## config.mk

```make
export PLATFORM = sky130hd
export DESIGN_NAME = cv32e40x_aes_rng
export DESIGN_NICKNAME = d
export VERILOG_FILES = /design/src/rtl/cv32e40x_aes_rng_pkg.sv /design/src/rtl/cv32e40x_aes_rng_fifo.sv /design/src/rtl/cv32e40x_aes_rng.sv
export SDC_FILE = /design/constraint.sdc
export NUM_CORES = 1
export LEC_CHECK = 0
export CORE_UTILIZATION = 57
export CTS_BUF_LIST = sky130_fd_sc_hd__clkbuf_4 sky130_fd_sc_hd__clkbuf_8
export DETAILED_ROUTE_END_ITERATION = 16
export PLACE_DENSITY = 0.89
export RECOVER_POWER = 100
export SLEW_MARGIN = 15
export SYNTH_ARGS = -nofsm -noshare
export SYNTH_HDL_FRONTEND = slang
export SYNTH_SLANG_ARGS = --single-unit
```

## constraint.sdc

```tcl
create_clock -name clk -period 7.1 [get_ports clk]
set_clock_uncertainty 0.15 [all_clocks]
set_input_delay 1.42 -clock clk [delete_from_list [all_inputs] [get_ports clk]]
set_output_delay 1.42 -clock clk [all_outputs]
set_load 0.05 [all_outputs]
```

## src/rtl/cv32e40x_aes_rng_pkg.sv

```systemverilog
// Shared types, constants and the xorshift step for the AES mask generator.
package cv32e40x_aes_rng_pkg;

  localparam int RNG_WORD_W = 44;
  localparam logic [63:0] RNG_SEED_DEFAULT = 64'h9E37_79B9_7F4A_7C15;

  typedef enum logic [1:0] {
    WARMUP = 2'd0,
    RUN    = 2'd1,
    HALT   = 2'd2
  } rng_state_e;

  typedef struct packed {
    logic [35:0] bits;
    logic [7:0]  shareB;
  } rng_word_t;

  function automatic logic [63:0] rng_step(input logic [63:0] x);
    logic [63:0] y;
    y = x ^ (x << 13);
    y = y ^ (y >> 7);
    y = y ^ (y << 17);
    return y;
  endfunction

endpackage

```

## src/rtl/cv32e40x_aes_rng_fifo.sv

```systemverilog
// Two-entry mask-word FIFO; flush wins over push and pop, push into a full FIFO needs a same-cycle pop.
module cv32e40x_aes_rng_fifo
  import cv32e40x_aes_rng_pkg::*;
(
  input  logic      clk,
  input  logic      reset,
  input  logic      push,
  input  logic      pop,
  input  logic      flush,
  input  rng_word_t wdata,
  output rng_word_t rdata,
  output logic      full,
  output logic      empty
);

  rng_word_t  mem [2];
  logic       wr_ptr;
  logic       rd_ptr;
  logic [1:0] cnt;
  logic       pop_ok;
  logic       push_ok;

  assign pop_ok  = pop && (cnt != 2'd0);
  assign push_ok = push && ((cnt != 2'd2) || pop_ok);

  always_ff @(posedge clk) begin
    if (reset || flush) begin
      wr_ptr <= 1'b0;
      rd_ptr <= 1'b0;
      cnt    <= 2'd0;
    end else begin
      if (push_ok) wr_ptr <= ~wr_ptr;
      if (pop_ok)  rd_ptr <= ~rd_ptr;
      cnt <= cnt + {1'b0, push_ok} - {1'b0, pop_ok};
    end
  end

  // Storage carries no reset; occupancy alone decides what is visible.
  always_ff @(posedge clk) begin
    if (push_ok && !flush) mem[wr_ptr] <= wdata;
  end

  assign rdata = mem[rd_ptr];
  assign full  = (cnt == 2'd2);
  assign empty = (cnt == 2'd0);

endmodule

```

## src/rtl/cv32e40x_aes_rng.sv

```systemverilog
// Xorshift64 mask source feeding the masked saes32 unit through a 2-entry FIFO.
// Optional repetition health test and HALT state: define CV32E40X_AES_RNG_HEALTH_EN.
module cv32e40x_aes_rng
  import cv32e40x_aes_rng_pkg::*;
#(
  parameter logic [63:0] SEED_DEFAULT  = RNG_SEED_DEFAULT,
  parameter int unsigned WARMUP_CYCLES = 16
) (
  input  logic        clk,
  input  logic        reset,
  input  logic        seed_valid_i,
  input  logic [63:0] seed_i,
  input  logic        rnd_ready_i,
  output logic        rnd_valid_o,
  output logic [7:0]  rnd_shareB_o,
  output logic [35:0] rnd_bits_o,
  output logic        busy_o,
  output logic        health_err_o
);

  localparam logic [7:0] WARMUP_LOAD = 8'(WARMUP_CYCLES);
  localparam rng_state_e START_STATE = (WARMUP_CYCLES == 0) ? RUN : WARMUP;

  rng_state_e  state_q;
  rng_state_e  state_d;
  logic [63:0] x_q;
  logic [63:0] x_next;
  logic [63:0] seed_eff;
  logic [7:0]  cnt_q;
  logic        gen;
  logic        step;
  logic        push;
  logic        pop;
  logic        flush;
  logic        rep_fail;
  logic        fifo_full;
  logic        fifo_empty;
  rng_word_t   head;
  rng_word_t   new_word;

  assign x_next   = rng_step(x_q);
  assign new_word = rng_word_t'(x_next[RNG_WORD_W-1:0]);
  assign seed_eff = (seed_i == 64'h0) ? SEED_DEFAULT : seed_i;
  assign pop      = !fifo_empty && rnd_ready_i;

`ifdef CV32E40X_AES_RNG_HEALTH_EN
  logic [RNG_WORD_W-1:0] prev_q;
  logic                  err_q;

  assign rep_fail = gen && (x_next[RNG_WORD_W-1:0] == prev_q);

  always_ff @(posedge clk) begin
    if (reset || seed_valid_i) begin
      prev_q <= '0;
      err_q  <= 1'b0;
    end else begin
      if (gen)      prev_q <= x_next[RNG_WORD_W-1:0];
      if (rep_fail) err_q  <= 1'b1;
    end
  end

  assign health_err_o = err_q;
`else
  assign rep_fail     = 1'b0;
  assign health_err_o = 1'b0;
`endif

  assign push  = gen && !rep_fail;
  assign flush = seed_valid_i || rep_fail;

  always_ff @(posedge clk) begin
    if (reset) state_q <= START_STATE;
    else       state_q <= state_d;
  end

  always_comb begin
    state_d = state_q;
    unique case (state_q)
      WARMUP:  if (cnt_q <= 8'd1) state_d = RUN;
      RUN:     if (rep_fail) state_d = HALT;
      default: ;
    endcase
    if (seed_valid_i) state_d = START_STATE;
  end

  // RUN only advances the generator when its word has a FIFO slot to land in.
  always_comb begin
    gen    = 1'b0;
    step   = 1'b0;
    busy_o = 1'b1;
    unique case (state_q)
      WARMUP: step = 1'b1;
      RUN: begin
        gen    = !fifo_full || pop;
        step   = gen;
        busy_o = 1'b0;
      end
      default: ;
    endcase
  end

  always_ff @(posedge clk) begin
    if (reset)             x_q <= SEED_DEFAULT;
    else if (seed_valid_i) x_q <= seed_eff;
    else if (step)         x_q <= x_next;
  end

  always_ff @(posedge clk) begin
    if (reset || seed_valid_i)  cnt_q <= WARMUP_LOAD;
    else if (state_q == WARMUP) cnt_q <= cnt_q - 8'd1;
  end

  cv32e40x_aes_rng_fifo u_fifo (
    .clk   (clk),
    .reset (reset),
    .push  (push),
    .pop   (pop),
    .flush (flush),
    .wdata (new_word),
    .rdata (head),
    .full  (fifo_full),
    .empty (fifo_empty)
  );

  assign rnd_valid_o  = !fifo_empty;
  assign rnd_shareB_o = fifo_empty ? 8'h0  : head.shareB;
  assign rnd_bits_o   = fifo_empty ? 36'h0 : head.bits;

endmodule
```

Yosys cells after proc, flatten, opt, wreduce, memory -nomap -nowiden

Memories as Yosys holds them, arrays and structs flattened. A register that Yosys moved wholly into a read port is not among the register bits.
Cells that the tools add are included.

Add/subtract/negate cells: 3
$mul: 0
Div/mod/pow operators: 0
$lt $le $gt $ge: 1
Equality and inequality tests: 2
Shift operators: 0
Multiplexer cells: 12
Bitwise gates (word level): 5
Reduce and logical (&&, ||, !) cells: 17

Operators with widths:

| cell                                                 | number |
|---|---|
| 2-to-1 mux 64 bit                                    | 3 |
| bitwise XOR 64 bit                                   | 2 |
| zero test 64 bit                                     | 1 |
| bitwise XOR 64 x 57 -> 64 bit                        | 1 |
| 2-to-1 mux 36 bit                                    | 1 |
| <= comparator 8 x 1 -> 1 bit (second input constant) | 1 |
| 2-to-1 mux 8 bit                                     | 1 |
| subtractor 8 x 1 -> 8 bit (second input constant)    | 1 |
| 2-to-1 mux 1 bit                                     | 6 |
| logical AND 1 bit                                    | 4 |
| zero test 2 bit                                      | 2 |
| nonzero test 2 bit                                   | 2 |
| zero test 1 bit                                      | 3 |
| logical OR 1 bit                                     | 3 |
| adder 2 x 1 -> 2 bit                                 | 1 |
| == test 2 bit (second input constant)                | 1 |
| != test 2 bit (second input constant)                | 1 |
| inverter 1 bit                                       | 2 |
| one-hot mux 1 bit (2 select lines)                   | 1 |
| AND reduction 2 bit                                  | 1 |
| OR reduction 2 bit                                   | 1 |
| subtractor 2 x 1 -> 2 bit                            | 1 |

Register bits after elaboration: 77
Latch bits: 0
RAM bits: 88
ROM bits: 0
Input port bits: 68
Output and inout port bits: 47
Logic and storage cells: 47
Memories kept: 1

Memories:

| name       | depth | bits a word | rd ports | clocked after memory_dff | write ports | RTL line                    | text |
|---|---|---|---|---|---|---|---|
| u_fifo.mem | 2     | 44          | 1        | 1                        | 1           | cv32e40x_aes_rng_fifo.sv:16 | `rng_word_t mem [2];` |

Logic depth before layout (Yosys ltp)

Depth after elaboration: 9
Mapped depth: 8
Mapped depth without buffers: 7

Cells and area by module

A second synthesis with hierarchy kept.

Cell total of the unflattened synthesis: 772
Area total of the unflattened synthesis: 8769.7 µm²

Modules (own cells, without submodules):

| module                | times used | cells an instance | area an instance (µm²) | sequential area each (µm²) |
|---|---|---|---|---|
| cv32e40x_aes_rng      | 1          | 605               | 5356.4                 | 1461.4 |
| cv32e40x_aes_rng_fifo | 1          | 167               | 3413.3                 | 2742.6 |

Least setup slack after synthesis

Ideal clock, no wire load.

Path kind: input -> register
Start point: input port seed_valid_i
End point: memory u_fifo.mem[1][0] in the netlist's numbering (enable)
Library setup time: 0.509 ns
Arrival: 5.305 ns
Data required time: 6.441 ns
Slack: 1.136 ns
Stages on the path: 4
Buffers on the path: 3
Cell sequence: clkbuf_1 > buf_1 > buf_1 > nor3b_1

Longest elaborated chain between the ends: 4

RTL lines:

| element                                | RTL line                    | text |
|---|---|---|
| from (decl)                            | cv32e40x_aes_rng.sv:11      | `input logic seed_valid_i,` |
| zero test 1 bit                        | cv32e40x_aes_rng_fifo.sv:40 | `if (push_ok && !flush) mem[wr_ptr] <= wdata;` |
| logical AND 1 bit                      | cv32e40x_aes_rng_fifo.sv:40 |  |
| 2-to-1 mux 1 bit                       | cv32e40x_aes_rng_fifo.sv:40 |  |
| 2-to-1 mux 1 bit (not written as such) | cv32e40x_aes_rng_fifo.sv:40 |  |
| to (decl)                              | cv32e40x_aes_rng_fifo.sv:16 |  |

Every way passes these cells.

==> results.cfg <==
[run_status]
outcome = finished with violations
violations = max-capacitance violations, max-slew violations

[sta]
unrepaired_setup_endpoints_after_global_routing = no
post-route-min-period_ps = 5050
timing.slew.headroom_pct = -71.1
maxClockFrequency_mhz = 198
timing_hold_violations_final = 0
timing.final.crit_share_pct = 71.1
maxSlewViolCount = 214
setup_violations = 0
max_slew.worst_pin.slew_ps = 2570
setup_total_negative_slack_ps = 0

[synthesis]
async_reset_ff_share_pct = 0
ys.flop_type = edfxtp_1
netlist_instances = 784
synth.mux.area_fraction_pct = 7.05
synthSimpleGateAreaFrac_pct = 11.3
synth.ff_latch_count = 166
postSynthNetCount = 855
yosys_warnings = 0
synth.avg_cell_area_um2 = 10.9
yosys.cell_types.count = 49
synth_enable_flop_cells = 88
synthXorXnorAreaFrac_pct = 20.0
dominant_combinational_cell_family_by_area_after_synthesis = XOR/XNOR gates
post_synthesis_adder_cell_area_fraction_pct = 0.440
synth-seq-area-share_pct = 49.3
synth_top_area_share_pct = 31.0
yosys-top-cells-area = edfxtp_1, dfxtp_1, xnor2_1, mux2i_1, xor2_1
synth_compound_gate_area_share_pct = 8.53
yosys.area.top_type = edfxtp_1
synth.cell_area_mm2 = 0.00853

[worst_setup_path]
crit_slowest_cell = clkbuf_1
cp.arrival_ps = 5160
reg2reg_setup_slack_ps = 3410
timing.critical_path.cells = dlygate4sd3_1 -> clkbuf_1 -> or2_0 -> clkbuf_1 -> o32ai_1
worstPathRequired_ps = 7210
r2r.worst_path.cells = 3
cp-start-kind = input pin
critical_path_class = input pin to flop
endpoint_kind = flop
path_common_cell = clkbuf_1
max_stage_delay_ps = 1520
crit_fanout = 45

[final_layout]
num-fill-cells = 1031
register_area_mm2 = 0.00421
finalNonFillerCells = 1072
area_of_the_multi_input_gates_mm2 = 0.00408
drive_gt1_share_pct = 4.84
syn2layout_area_growth_pct = 19.5
nNetsFinal = 946
count_of_antenna_diodes_in_the_layout = 0

[detailed_routing]
routed-via-count = 6343
detailedRoute.firstIterationViolations = 685
drt-vias-per-instance = 5.92
drt_first_pass_iters = 5
drc_violations_left = 0
ant_nets = 0
avgRoutedWirePerCell_um = 20.3
routed_wl_um = 21700

[floorplanning]
floorplan.die.height_um = 124
start_util_pct = 58.5
placement_rows = 44
ioPinCount = 115
die_area_mm2 = 0.0155
core_area_mm2 = 0.0146
die_w_um = 124

[clocking]
cts.htree.levels = 4
cts_resized = 0
cts_tree = done
post_cts_buffers = 0
cts.reportedPaths.clkPinSlew_ps = 90
number_of_hold_repair_buffers_added_at_the_cts_stage = 0
root_cell_of_the_clock_tree = clkbuf_8
cts_sinks = 166
cts_buffers = 17
deepest_clock_path_buffer_count = 2
worstSkewPairLatency_ps = 480

[placement]
post-dp-hpwl_um = 15700
dp_cells = 1040
port_buffers = 113
gp_congestion = 0.930

[hold_path]
worstHoldPathCells = 2
holdCritPathClass = flop to flop

[grt]
grt_start_max_net_pins = 64
grt_pass1_vias = 6102
grt_first_pass_wirelength_um = 34000
track_usage_pct = 28.8
antenna_found_initial = 0
globalRoute.totalOverflow = 0

[pwr]
power_density_mw_per_mm2 = 476
static-leakage-power_nw = 3.82
irDropWorstVdd_v = 0.000261

[job]
cap_violations = 5
-- Yosys cell counts (11+ instances only) --
cell type	n
nor2_1	95
inv_1	21
dfxtp_1	78
a2bb2oi_1	19
xor2_1	50
o21ai_0	12
nand4_1	11
mux2i_1	59
clkbuf_1	34
nand2_1	43
xnor2_1	112
nor4_1	23
a21oi_1	14
edfxtp_1	88
-- routing by layer --
layer	vias up	wire length (µm)	track usage (%)
met5	-	0	0
met4	0	571	9.92
met3	51	1980	6.49
met2	358	10300	45.7
met1	3008	8880	39.0
li1	2926	-	-
-- flip-flops by register name, indices dropped and copies added, names as in the netlist, named ones only --
| register | count |
|---|---|
| state_q | 1 |
| u_fifo.rd_ptr | 1 |
| u_fifo.wr_ptr | 1 |
| x_q | 64 |
| u_fifo.cnt | 2 |
| cnt_q | 8 |
| u_fifo.mem | 88 |
-- per-stage QoR --
step | worst slack, ps | instance area, µm² | util (%) | hold WS [ps] | total power, mW
after floorplan | 1140 | 8530 | - | 326 | 3.40
after global placement | 2500 | 9810 | 67.3 | 343 | 3.96
after detailed placement | 2510 | 9810 | 67.3 | 357 | 4.05
after CTS | 2950 | 10200 | 70.2 | 380 | 4.80
after global routing | 1830 | 10200 | 69.9 | 409 | 5.07
final | 2050 | 10200 | 69.9 | 373 | 4.85
-- cells in the final DEF, fill, tap and decap left out, types with 2 or more instances in the layout --
cell type / synthesis / layout
inv_1: 21 / 21
clkinv_2: 0 / 5
clkdlybuf4s50_1: 0 / 65
mux2i_1: 59 / 59
clkbuf_8: 0 / 17
dfxtp_1: 78 / 77
xnor3_1: 7 / 8
nor2_1: 95 / 94
a21oi_1: 14 / 14
o211a_1: 7 / 7
clkbuf_1: 34 / 7
xor2_1: 50 / 51
xor3_1: 3 / 3
o21a_1: 3 / 3
o22ai_1: 4 / 4
ha_1: 3 / 3
dlygate4sd3_1: 0 / 48
nand3_1: 2 / 2
or3_1: 9 / 9
inv_6: 0 / 2
a211oi_1: 7 / 7
buf_4: 1 / 4
o21ai_0: 12 / 13
nand2_1: 43 / 43
nand4_1: 11 / 11
nand2b_1: 8 / 8
o32ai_1: 10 / 10
a2bb2oi_1: 19 / 19
a211o_1: 7 / 7
o211ai_1: 4 / 4
bufinv_16: 0 / 4
edfxtp_1: 88 / 88
xnor2_1: 112 / 112
nor3_1: 10 / 9
a311oi_1: 2 / 2
o21bai_1: 4 / 4
nor4_1: 23 / 23
-- cell type report --
class                      instances  area share [%]
clock buffer                      18            2.37
clock inverter                    14            1.79
inverter                          21           0.773
multi-input combinational        545            39.9
sequential                       166            41.2
tap                              184            2.26
timing repair buffer             124            11.6
-- critical path, delay by kind of cell --
kind,cells,cell delay [ps]
AOI/OAI and AO/OA,1,250
buffers and inverters,3,3260
and+or+nand+nor,1,210
-- cells by family (layout without fill, tap and decap cells) --
kind of cell | Yosys count | after routing
buf+inv | 73 | 177
flops | 166 | 166
simple gates | 209 | 209
xor+xnor | 175 | 175
mux | 60 | 60
compound gates | 97 | 97
fa+ha+maj | 3 | 3
other cells | 1 | 1
-- final timing paths --
kind	startpoint	endpoint
worst min register to register	cnt_q[1]$_SDFFE_PP0N_	cnt_q[1]$_SDFFE_PP0N_
worst max register to register	state_q[0]$_SDFFE_PP0P_	u_fifo.mem[0][6]$_DFFE_PP_
worst min-delay path	cnt_q[1]$_SDFFE_PP0N_	cnt_q[1]$_SDFFE_PP0N_
worst max-delay path	reset	x_q[21]$_SDFFE_PP0P_
-- where the power goes --
part | switching, mW | internal [mW] | total, mW
clock network | 0.349 | 0.385 | 0.734
logic | 1.43 | 1.09 | 2.53
registers | 0.200 | 1.39 | 1.59
(Power assumes the default switching activity.)
